### src/rtl/instr_fetch.sv
// Instruction fetch stage: owns the PC, runs the instruction-memory request handshake and
// holds one instruction word for the decoder until it is consumed.
module instr_fetch #(
    parameter logic [15:0] RESET_PC    = 16'h0000,
    parameter int unsigned ACK_TIMEOUT = 16
) (
    input  logic        i_clk,
    input  logic        i_rst,
    output logic        o_imemReq,
    output logic [15:0] o_imemAddr,
    input  logic        i_imemAck,
    input  logic [15:0] i_imemData,
    output logic [15:0] o_instrCode,
    output logic        o_instrValid,
    output logic [15:0] o_pc,
    input  logic        i_stall,
    input  logic        i_jump,
    input  logic [9:0]  i_jumpTarget,
    input  logic        i_branchTaken,
    input  logic [15:0] i_branchOffset,
    output logic        o_fetchErr
);

    localparam int unsigned     CntW    = $clog2(ACK_TIMEOUT + 1);
    localparam logic [CntW-1:0] CntLast = CntW'(ACK_TIMEOUT - 1);
    localparam logic [15:0]     PcInit  = RESET_PC & 16'hFFFE;

    typedef enum logic [1:0] {StRst, StFetch, StIssue, StHalt} state_e;

    state_e          state_q, state_d;
    logic [15:0]     pc_q, pc_d;
    logic [15:0]     code_q, code_d;
    logic [15:0]     ipc_q, ipc_d;
    logic            valid_q, valid_d;
    logic            err_q, err_d;
    logic [CntW-1:0] cnt_q, cnt_d;
    logic [15:0]     pcp2;
    logic [15:0]     next_pc;
    logic            consume;

    assign pcp2    = ipc_q + 16'd2;
    assign consume = valid_q & ~i_stall;

    // Jump replaces the word index inside the current 2 KiB region of pc+2.
    always_comb begin
        if (i_jump) begin
            next_pc = {pcp2[15:11], i_jumpTarget, 1'b0};
        end else if (i_branchTaken) begin
            next_pc = pcp2 + {i_branchOffset[14:0], 1'b0};
        end else begin
            next_pc = pcp2;
        end
    end

    always_comb begin
        state_d = state_q;
        pc_d    = pc_q;
        code_d  = code_q;
        ipc_d   = ipc_q;
        valid_d = valid_q;
        err_d   = err_q;
        cnt_d   = cnt_q;
        case (state_q)
            StRst: begin
                state_d = StFetch;
            end
            StFetch: begin
                if (i_imemAck) begin
                    code_d  = i_imemData;
                    ipc_d   = pc_q;
                    valid_d = 1'b1;
                    cnt_d   = '0;
                    state_d = StIssue;
                end else if (cnt_q == CntLast) begin
                    err_d   = 1'b1;
                    cnt_d   = '0;
                    state_d = StHalt;
                end else begin
                    cnt_d = cnt_q + CntW'(1);
                end
            end
            StIssue: begin
                if (consume) begin
                    pc_d    = next_pc;
                    valid_d = 1'b0;
                    state_d = StFetch;
                end
            end
            StHalt: begin
                valid_d = 1'b0;
                err_d   = 1'b1;
            end
            default: begin
                state_d = StHalt;
            end
        endcase
    end

    always_ff @(posedge i_clk or posedge i_rst) begin
        if (i_rst) begin
            state_q <= StRst;
            pc_q    <= PcInit;
            code_q  <= 16'h0000;
            ipc_q   <= 16'h0000;
            valid_q <= 1'b0;
            err_q   <= 1'b0;
            cnt_q   <= '0;
        end else begin
            state_q <= state_d;
            pc_q    <= pc_d;
            code_q  <= code_d;
            ipc_q   <= ipc_d;
            valid_q <= valid_d;
            err_q   <= err_d;
            cnt_q   <= cnt_d;
        end
    end

    // Request decodes from state so an async reset drops it immediately.
    assign o_imemReq    = (state_q == StFetch);
    assign o_imemAddr   = pc_q;
    assign o_instrCode  = code_q;
    assign o_instrValid = valid_q;
    assign o_pc         = ipc_q;
    assign o_fetchErr   = err_q;

endmodule

### config.mk
export PLATFORM = sky130hd
export DESIGN_NAME = instr_fetch
export DESIGN_NICKNAME = d
export VERILOG_FILES = /design/src/rtl/instr_fetch.sv
export SDC_FILE = /design/constraint.sdc
export NUM_CORES = 1
export LEC_CHECK = 0
export BUFFER_PORTS_ARGS = -buffer_cell sky130_fd_sc_hd__buf_2
export CORE_MARGIN = 2
export CORE_UTILIZATION = 50
export DETAILED_ROUTE_END_ITERATION = 6
export GPL_TIMING_DRIVEN = 1
export PLACE_DENSITY = 0.78
export SLEW_MARGIN = 30
export SYNTH_ARGS = -nofsm -noshare
export SYNTH_HDL_FRONTEND = slang
export SYNTH_SLANG_ARGS = --single-unit
### constraint.sdc
create_clock -name i_clk -period 6.9 [get_ports i_clk]
set_clock_uncertainty 0.1 [all_clocks]
set_input_delay 2.07 -clock i_clk [delete_from_list [all_inputs] [get_ports i_clk]]
set_output_delay 2.07 -clock i_clk [all_outputs]
set_load 0.03 [all_outputs]
* Word-level counts from Yosys, hierarchy flattened
Cells that the tools add are included.
** Cells by class
- Add/subtract/negate cells :: 3
- Equality and inequality tests :: 9
- Muxes and demuxes :: 14
- Bitwise operators :: 2
- Reductions and logical operators :: 9
** Operators by type and width (number)
- $mux 16 :: 2
- $add 16x16->16 :: 1
- $add 16x2->16 const B :: 1
- $mux 5 :: 2
- $reduce_and 3->1 :: 3
- $mux 2 :: 3
- $pmux 2 s3 :: 1
- $reduce_bool 3->1 :: 2
- $add 5x1->5 const B :: 1
- $eq 5x4->1 const B :: 1
- $eq 2x2->1 const B :: 2
- $mux 1 :: 4
- $ne 2x1->1 const B :: 2
- $ne 2x2->1 const B :: 2
- $reduce_and 2->1 :: 2
- $ne 3x1->1 const B :: 1
- $pmux 1 s3 :: 1
- $eq 2x1->1 const B :: 1
- $logic_not 2->1 :: 1
- $pmux 1 s2 :: 1
- $reduce_bool 2->1 :: 1
- $and 1x1->1 :: 1
- $not 1->1 :: 1
** Storage, ports and cells
- Flip-flop bits (word level) :: 57
- Bits of input ports :: 48
- Logic and storage cells :: 44

* Longest topological paths before layout
Gate-level depths: netlist of the first run.
- Depth after elaboration :: 4
- Depth in mapped cells :: 12
- Gate-level depth less buffers :: 12

* Worst setup path after synthesis of the first run
Ideal clock, no wire load.
- Kind :: input to register
- From :: input port i_branchOffset[0]
- To :: register pc_q[15], in the netlist o_imemAddr[15]
- Data arrival time :: 3.791 ns
- Required time :: 6.669 ns
- Setup slack :: 2.878 ns
- Cell stages on the path :: 10
- Buffers on the path :: 0
- Cells stage by stage :: ha_1 inv_1 fa_1 nor2b_4 o2111ai_2 a311oi_2 or2_1 o211ai_1 xnor2_1 o21ai_1
** On the way
- Longest elaborated chain between the ends :: 3
** RTL lines
- start: declaration :: RTL line 20 : input logic [15:0] i_branchOffset,
- $add 16x16->16 :: RTL line 49 : next_pc = pcp2 + {i_branchOffset[14:0], 1'b0};
- $mux 16 :: RTL line 48 : end else if (i_branchTaken) begin
- $mux 16 :: RTL line 46 : if (i_jump) begin
- end signal: assignment :: RTL line 102 : pc_q <= PcInit;
- end signal: assignment :: RTL line 110 : pc_q <= pc_d;
- end: declaration :: RTL line 31 : logic [15:0] pc_q, pc_d;
Every way passes these cells.
A chain may end at the register's enable or synchronous reset.

* Worst setup path in the final report of the first run
Ends and elaborated chain as after synthesis.

==> reports/results.txt, run 1 <==
Max-slew violation count: 0. TritonCTS built the clock tree. The analysis attributes to cell leakage a power of 2.13 nW. The tools report the via count of the first global-routing pass as 2741.

For the worst flop-to-flop path, the logic depth is 12. For this block, wires on met1 add up to 3470 µm. Measured on the finished design, the core utilization comes to 64.7%. In this run the mean area of a mapped cell was 10.2 µm².

The met3 routed wirelength is 440 µm. In this run the worst setup path terminates at o_imemAddr[15]. In this run, synthesis inferred 0 flip-flops with an integrated enable. Counting every sink on the clock net gives 57.

The slack of the worst reg-to-reg path came out at 3.81 ns. The first routing iteration left 112 violations. Synthesis instantiated 50 different standard cells from the library. Data arrives at the worst endpoint at 4.13 ns.

The tools report the number of buffers created by CTS as 9. Counting flops and latches in the post-synthesis netlist gives 57. The die covers 7440 µm². Net switching is 30.9% of the power. In the final layout, the share of cells above drive strength 1 is 30.9%. In this run the top signal layer used is met4. Startpoint of the lowest-slack register-to-register path: o_pc[3]. STA classifies the critical path startpoint as an input pin.

The post-detailed-route via-to-cell ratio was 5.60. For the worst-skew pair, the clock arrives at the later sink with an insertion delay of 0.33 ns. The critical path capture point type was a flip-flop. Summing all non-filler instances in the final layout gives an area of 4180 µm². After detailed routing, the average wire length per cell comes to 15.2 µm.

The share of total power in combinational logic was 23.9%. In this run the most critical hold path is launched from o_fetchErr. The run gives 7.01 ns as the worst endpoint required time. In this run the worst setup path begins at i_branchOffset[0].

By startpoint and endpoint, the worst setup path is classified as in -> reg. Clock tree synthesis selected as its root buffer the cell clkbuf_8. Dividing the final minimum period by the clock period gives 58.3%. The congestion estimate from routability-driven global placement came to 0.819. The internal portion of the total power is 0.717 mW. The logs give 0 for the post-cts repair resize count and 99 for the top-level I/O count. Port buffering added 97 buffers. Power density over cell area: 248 nW/µm². 0 antenna diodes ended up in the layout.

The run gives 2 as the maximum root-to-sink buffer count. For the initial standard-cell utilization of the core, the log shows 52.3%. The flow ran to the end, and the final reports show no timing, DRC or antenna violations. Setup repair after global routing left no endpoint under its margin.

The hold violation count in the final report came out at 0. Compared with the post-synthesis result, the final layout area differs by 23.5%. The cell at the slowest stage of the critical path was fa_1. The floorplan has 29 rows. Synthesis produced a netlist whose cell count is 333. For this block, the routed nets add up to 7810 µm of wire.

For the fraction of the yosys area taken by sequential cells, the log shows 42.2%. The logs give 0.165 mV for the peak ir drop on the vdd network and 0 for the initial antenna violation count. Traced cell by cell, the critical path runs through buf_2 -> ha_1 -> inv_1 -> fa_1 -> nor2b_4 -> o2111ai_2 -> a311oi_2 -> or2_1 -> o211ai_1 -> xnor2_1 -> o21ai_1. For this design the total switching power over the nets is 0.320 mW. Clock-pin slew was measured on the worst setup and hold paths at 0.06 ns. Across every metal layer, demand over resource in global routing totals 21.7%. The tools report the worst slack at placement as 2.57 ns.

For this run, the slowest stage of the critical path takes 0.41 ns. The share of total power dissipated in the clock network is 36.6%. The number of DRC violations after detailed routing came out at 0. The total overflow reported by the global router is 0. The synthesized netlist occupies a cell area of 3380 µm². For this run, the detailed router's first-pass iteration total came to 4.

The die is 86.2 µm tall. The net count after synthesis is 402. The fill cell instance count of the final layout came out at 541. The die is 86.2 µm wide.

For the top achievable clock speed, the log shows 0.249 GHz. Max-cap violations in this run came to 0. The run gives 39.5% as the part of the total power dissipated in sequential elements.

The total area inside the core boundary comes to 6460 µm². After detailed placement, the total cell area comes to 3930 µm². The remaining antenna violation count after routing is 0.

In the layout the commonest cells are 97 x buf_2, 57 x dfrtp_1, 30 x nand2_1. For the sum of net half-perimeters after detailed placement, the log shows 5830 µm. Setup violations remaining at the end of the flow were counted as 0. The path class of the tightest hold or removal check is reg -> reg.

The worst register-to-register path ends at o_imemAddr[15]. The hold buffer count at CTS was 0. The logs give 58 for the maximum number of pins on one net before global-route repair and 51.2% for the tightest slew margin relative to the limit. The routed via count was 2877. After layout, the worst setup slack is 2.88 ns.

The clock period could shrink to 4.02 ns. The number of warnings reported in the yosys synthesis log is 0, and the first-pass GRT wire length is 12800 µm. At the end of the flow, the number of nets in the layout was 501. The number of setup buffers added after CTS is 0, and the pin slew with the least headroom to its limit is 0.730 ns. Of all nets on the critical path, the largest fanout is 4. Leaving out fill and tap cells, the most frequent cell in the layout is buf_2. Counting flops with an async set or reset pin after synthesis yields a share of 100%. CTS built an H-tree with a depth of 3. For the met2 wire length, the log shows 3820 µm. The final total negative setup slack came out at 0 ns.

In the synthesized netlist the dominant register cell turns out to be dfrtp_1.
[through the flow]
stage	power, mW	hold WS (ns)	instances
final	1.04	0.376	514
after global placement	0.656	0.355	498
after CTS	1.05	0.384	514
after detailed placement	0.665	0.361	498
after floorplan	0.586	0.376	333
after global routing	1.09	0.399	514
[kinds of logic after synthesis]
group	after synthesis	synth area share, %
AOI/OAI and AO/OA	81	15.7
xor gates and xnor gates	22	5.70
adders and majority gates	21	7.99
buffers and inverters	22	2.66
DFF	57	42.2
muxes	34	11.3
and+or+nand+nor	96	14.5
[worst max-delay path, delay by kind of cell]
| kind | cells | cell delay (ns) |
|---|---|---|
| buffers and inverters | 2 | 0.16 |
| and+or+nand+nor | 2 | 0.34 |
| xor gates and xnor gates | 1 | 0.18 |
| adders and majority gates | 2 | 0.63 |
| AOI/OAI and AO/OA | 4 | 0.75 |
[final cells by class]
type                            count  area [µm²]  area share (%)
Clock buffer                       11         141            3.39
Clock inverter                      5         103            2.46
Inverter                           10        37.5           0.899
Multi-Input combinational cell    254        1860            44.6
Sequential cell                    57        1430            34.2
Tap cell                           77        96.3            2.31
Timing Repair Buffer              100         508            12.2
[state kept, by name, indices dropped and copies added (netlist names)]
signal / count
o_pc: 16
o_instrCode: 16
o_instrValid: 1
cnt_q: 5
o_imemAddr: 16
o_fetchErr: 1
state_q: 2
[power by group through the flow]
| stage | logic, mW | registers (mW) | clock network [mW] |
|---|---|---|---|
| 2_1_floorplan | 0.0994 | 0.487 | 0 |
| 3_3_place_gp | 0.243 | 0.413 | 0 |
| 3_5_place_dp | 0.249 | 0.416 | 0 |
| 4_1_cts | 0.251 | 0.410 | 0.385 |
| 5_1_grt | 0.270 | 0.416 | 0.401 |
| 6_report | 0.248 | 0.410 | 0.380 |
[synth_stat cells (4+ instances only)]
library cell,instances,share of area (%)
clkbuf_1,6,0.67
o21ai_1,11,1.6
nand2_1,30,3.3
a21o_1,5,1.1
nor3_1,10,1.5
xor2_1,4,1.0
nand3_1,12,1.8
xnor2_1,18,4.7
mux2_2,10,3.3
nand4_1,4,0.74
a21oi_1,15,2.2
o21ai_0,21,3.1
nand2b_1,5,0.93
a211oi_1,6,1.3
dfrtp_1,57,42
nor2b_1,7,1.3
buf_2,6,0.89
inv_1,9,1.0
mux2_1,22,7.3
ha_1,20,7.4
nor2_1,12,1.3
[routing by layer]
metal | track usage, % | up-vias
met5 | 0 | -
li1 | - | 1413
met4 | 5.11 | 0
met2 | 37.7 | 82
met3 | 6.29 | 10
met1 | 26.8 | 1372
[how the worst min path moves through the flow]
stage | to | cells past startpoint | slack [ns]
after floorplan | cnt_q[1] | 2 | 0.38
final | o_fetchErr | 1 | 0.38
after detailed placement | o_fetchErr | 1 | 0.36
after global routing | o_instrCode[9] | 1 | 0.40
after global placement | o_fetchErr | 1 | 0.36
after CTS | o_fetchErr | 1 | 0.38
No activity file was read; power rests on OpenSTA's default activity.
==> inputs of run 2 (changes only) <==
Settings changed: ABC_AREA set to 1, PLACE_DENSITY 0.78 to 0.77.
Clock period 6.9 ns to 3.8 ns, I/O delays scaled along.
==> run 2 against run 1 <==
Power grew to 3.3 times the previous value. Sequential cell count stayed put. First-iteration DRC count is 59% higher. Combinational power grew to 7.1 times the previous value. Synthesized cell count is 51% higher. Cell count is 37% higher. Non-clock buffer count is 1 lower. Die area is 7.3% higher. Area after synthesis is 7.7% higher. Largest cell class unchanged. Worst hold slack better by 0.00080 ns. Critical path depth is 5 higher.
==> reports/results.txt, run 2 <==
The run finished with clean final reports. The first-pass GRT wire length was 14900 µm (+16%). Final critical delay including setup and external delays: 2.75 ns. The number of distinct standard cells referenced by the synthesized netlist was 34 (-32%).

The number of flops mapped to enable cells by yosys works out to 0 (unchanged). Sum of net half-perimeters after detailed placement: 7010 µm (+20%). The initial standard-cell utilization of the core was 51.0% (-1.3 points). The element type at the critical path start was a flip-flop.

The logs give 675 (+25%) for the fill cell instance count of the final layout and 39.2% (-3.0 points) for the fraction of the yosys area taken by sequential cells. The final total negative setup slack was 0 ns (unchanged). The share of flip-flops with an asynchronous set or reset after synthesis was 100% (unchanged); the clock power share was 18.4% (-18 points). The register bit count reported by yosys was 57 (unchanged).

The top-level I/O count was 99 (unchanged); the biggest fanout along the worst timing path was 7 (+3). The clock latency of the later-clocked register in the worst-skew pair was 0.33 ns (about the same). The total wirelength of the detailed-routed design was 9170 µm (+18%); the hold buffer count at CTS was 0 (unchanged). The number of cell rows came out at 31 (+6.9%).

The most common cell in the synthesized netlist is nand2_1. The routed wire length per instance was 13.0 µm (-14%). The overall die width was 89.3 µm (+3.6%). The synthesis-to-layout area growth is 21.1%, and the maximum root-to-sink buffer count is 2 (unchanged). The critical path capture point type was a flip-flop. Total overflow reported by the global router: 0 (unchanged). For the number of setup buffers added after CTS, the log shows 0 (unchanged). The run gives 0 (unchanged) as the remaining antenna violation count after routing.

The tightest slew margin relative to the limit is 40.0% (-11 points), and the number of H-tree branching levels is 3 (unchanged). The placeable core region came out at 7140 µm² (+10%). The share of layout cells above drive strength 1 was 21.9% (-9.0 points); the post-detailed-route via-to-cell ratio was 5.01 (-10%).

TritonCTS built the clock tree. The pin slew with the least headroom to its limit is 0.900 ns (+0.170 ns), and the routed via count is 3539 (+23%). Top cell type by total area after synthesis: dfrtp_1. Net count after synthesis: 572 (+42%). The internal power came out at 1.78 mW (+150%). In the layout the commonest cells are 176 x nand2_1, 97 x buf_2, 57 x dfrtp_1. The clock edge transition at the registers on the reported setup and hold paths is 0.07 ns (about the same). The share of the synthesized area in the top cell type was 39.2% (-3.0 points); the vertical die dimension was 89.3 µm (+3.6%). The post-synthesis instance area was 3640 µm² (+7.7%); the max-slew violation count was 0 (unchanged). The total of endpoints with negative setup slack in the final report is 0 (unchanged), and the final worst setup slack is 1.05 ns (-1.83 ns).

The number of optimization iterations in the first detailed-route pass was 4 (unchanged). By count the netlist is led by 176 x nand2_1, 57 x dfrtp_1, 57 x inv_1, 42 x nor2_1, 32 x nand3_1. By startpoint and endpoint, the worst setup path is classified as reg -> reg. By area the synthesized netlist is led by dfrtp_1 39%, nand2_1 18%, ha_1 6.9%, inv_1 5.9%, nand3_1 4.4%. The synthesized area per cell is 7.24 µm² (-29%), and the number of warnings reported in the yosys synthesis log is 0 (unchanged). For the hold violation count in the final report, the log shows 0 (unchanged).

Most common cell after layout, fill and taps aside: nand2_1. The multi-input logic area came out at 1900 µm² (+2.1%). The post-cts repair resize count came out at 0 (unchanged). The run gives 3.93 ns (-3.08 ns) as the worst endpoint required time.

The net switching power was 1.63 mW (+410%); the peak ir drop on the vdd network was 0.464 mV (+180%). The switching portion of total power was 47.7% (+17 points); the initial antenna violation count was 0 (unchanged). The logs give 9 (unchanged) for the number of buffers created by CTS and 0 (unchanged) for the number of DRC violations after detailed routing. The tree is rooted in a clkbuf_8. The run gives 503 (+51%) as the synthesized instance count. The via count of the first global-routing pass is 3248 (+18%), and the net total in the final layout is 671 (+34%). The number of sinks on the clock net was 57 (unchanged).

The power density over cell area was 774 nW/µm² (+210%). The run gives 61.8% (-2.9 points) as the share of the core filled with cells in the final layout. The share of the cycle needed by the critical path after routing works out to 72.4%.

The tools report the worst slack at placement as 0.802 ns (-1.76 ns). The number of DRC violations after detailed-routing iteration 0 is 178 (+59%). The all-layer global routing usage is 24.2% (+2.4 points), and the part of the total power dissipated in sequential elements is 30.0% (-9.5 points). Share of total power in combinational logic: 51.6% (+28 points). In this run the worst hold path is classified as reg -> reg.

The last weighted congestion value of the routability-driven placer came out at 0.960 (+17%). The tools report the area used by sequential logic in the layout as 1430 µm² (unchanged). Worst slack on hold paths: 0.377 ns (+0.000800 ns). The prevailing post-synth register cell was dfrtp_1. Setup repair after global routing left no endpoint under its margin. The count of buffers inserted at the top-level ports came out at 97 (unchanged). The run gives 58 (unchanged) as the maximum number of pins on one net before global-route repair. The logs give 0 (unchanged) for the number of max-cap violations and 2.88 ns (-1.25 ns) for the critical path data arrival time. The leakage power was 2.51 nW (+18%); the top achievable clock speed was 0.364 GHz. The area enclosed by the die boundary was 7980 µm² (+7.3%). The tools report the antenna diode instance count as 0 (unchanged).
## run 2: logic make-up (layout without fill, tap and decap cells)
logic type               after synthesis  in the layout  synth area share, %
AO/OA/AOI/OAI                         65             65                 9.97
XOR/XNOR                              17             17                 4.09
adder cells (fa/ha/maj)               21             21                 7.42
buffers and inverters                 74            178                 8.56
flip-flops                            57             57                 39.2
AND/OR/NAND/NOR                      269            269                 30.8
## run 2: worst paths after layout
kind / from / end / slack [ns] / depth (start not counted)
setup / recovery: o_pc[1] / o_imemAddr[15] / 1.05 / 16
setup reg to reg: o_pc[1] / o_imemAddr[15] / 1.05 / 16
hold / removal: o_instrCode[8] / o_instrCode[8] / 0.38 / 2
max in group asynchronous: i_rst / o_imemAddr[6] / 2.20 / 3
hold reg to reg: o_instrCode[8] / o_instrCode[8] / 0.38 / 2
min in group asynchronous: i_rst / o_instrCode[0] / 0.90 / 3
## run 2: critical path: stages (launching register included)
cell	delay, ns
dfrtp_1	0.49
ha_1	0.24
inv_1	0.06
nor2_2	0.19
nand2_1	0.09
xor2_1	0.30
ha_1	0.32
nand2_1	0.11
inv_1	0.05
nand2_1	0.06
nand2_1	0.07
a21oi_1	0.18
nand3_1	0.12
nand3_1	0.10
nand2_1	0.05
nand3_1	0.07
nand2_1	0.05
## run 2: stage by stage
stage	area [µm²]	power, mW	instances
finish	4410	3.41	706
global route	4410	3.68	706
CTS	4410	3.41	706
detailed placement	4190	2.78	690
global placement	4190	2.72	690
floorplan	3640	2.29	503
## run 2: layer usage
layer | global-route usage [%] | part of all wire (%) | up-vias
met2 | 39.1 | 47 | 101
met4 | 8.01 | 2.0 | 0
li1 | - | - | 1792
met1 | 32.1 | 45 | 1628
met5 | 0 | 0 | -
met3 | 5.63 | 5.7 | 18
## run 2: final cells by class
cell class              count  area share (%)
clock inverters             5            1.79
inverters                  63            5.36
repair buffers             99            11.3
multi-input cells         372            43.1
clock buffers              11            3.21
flip-flops and latches     57            32.3
well taps                  99            2.81
## run 2: power by group through the flow
stage                     Combinational, mW  Clock [mW]  Sequential [mW]
after floorplan                       0.896           0             1.40
after global placement                 1.71           0             1.02
after detailed placement               1.75           0             1.02
after CTS                              1.76       0.634             1.02
after global routing                   1.96       0.665             1.05
final                                  1.76       0.626             1.02
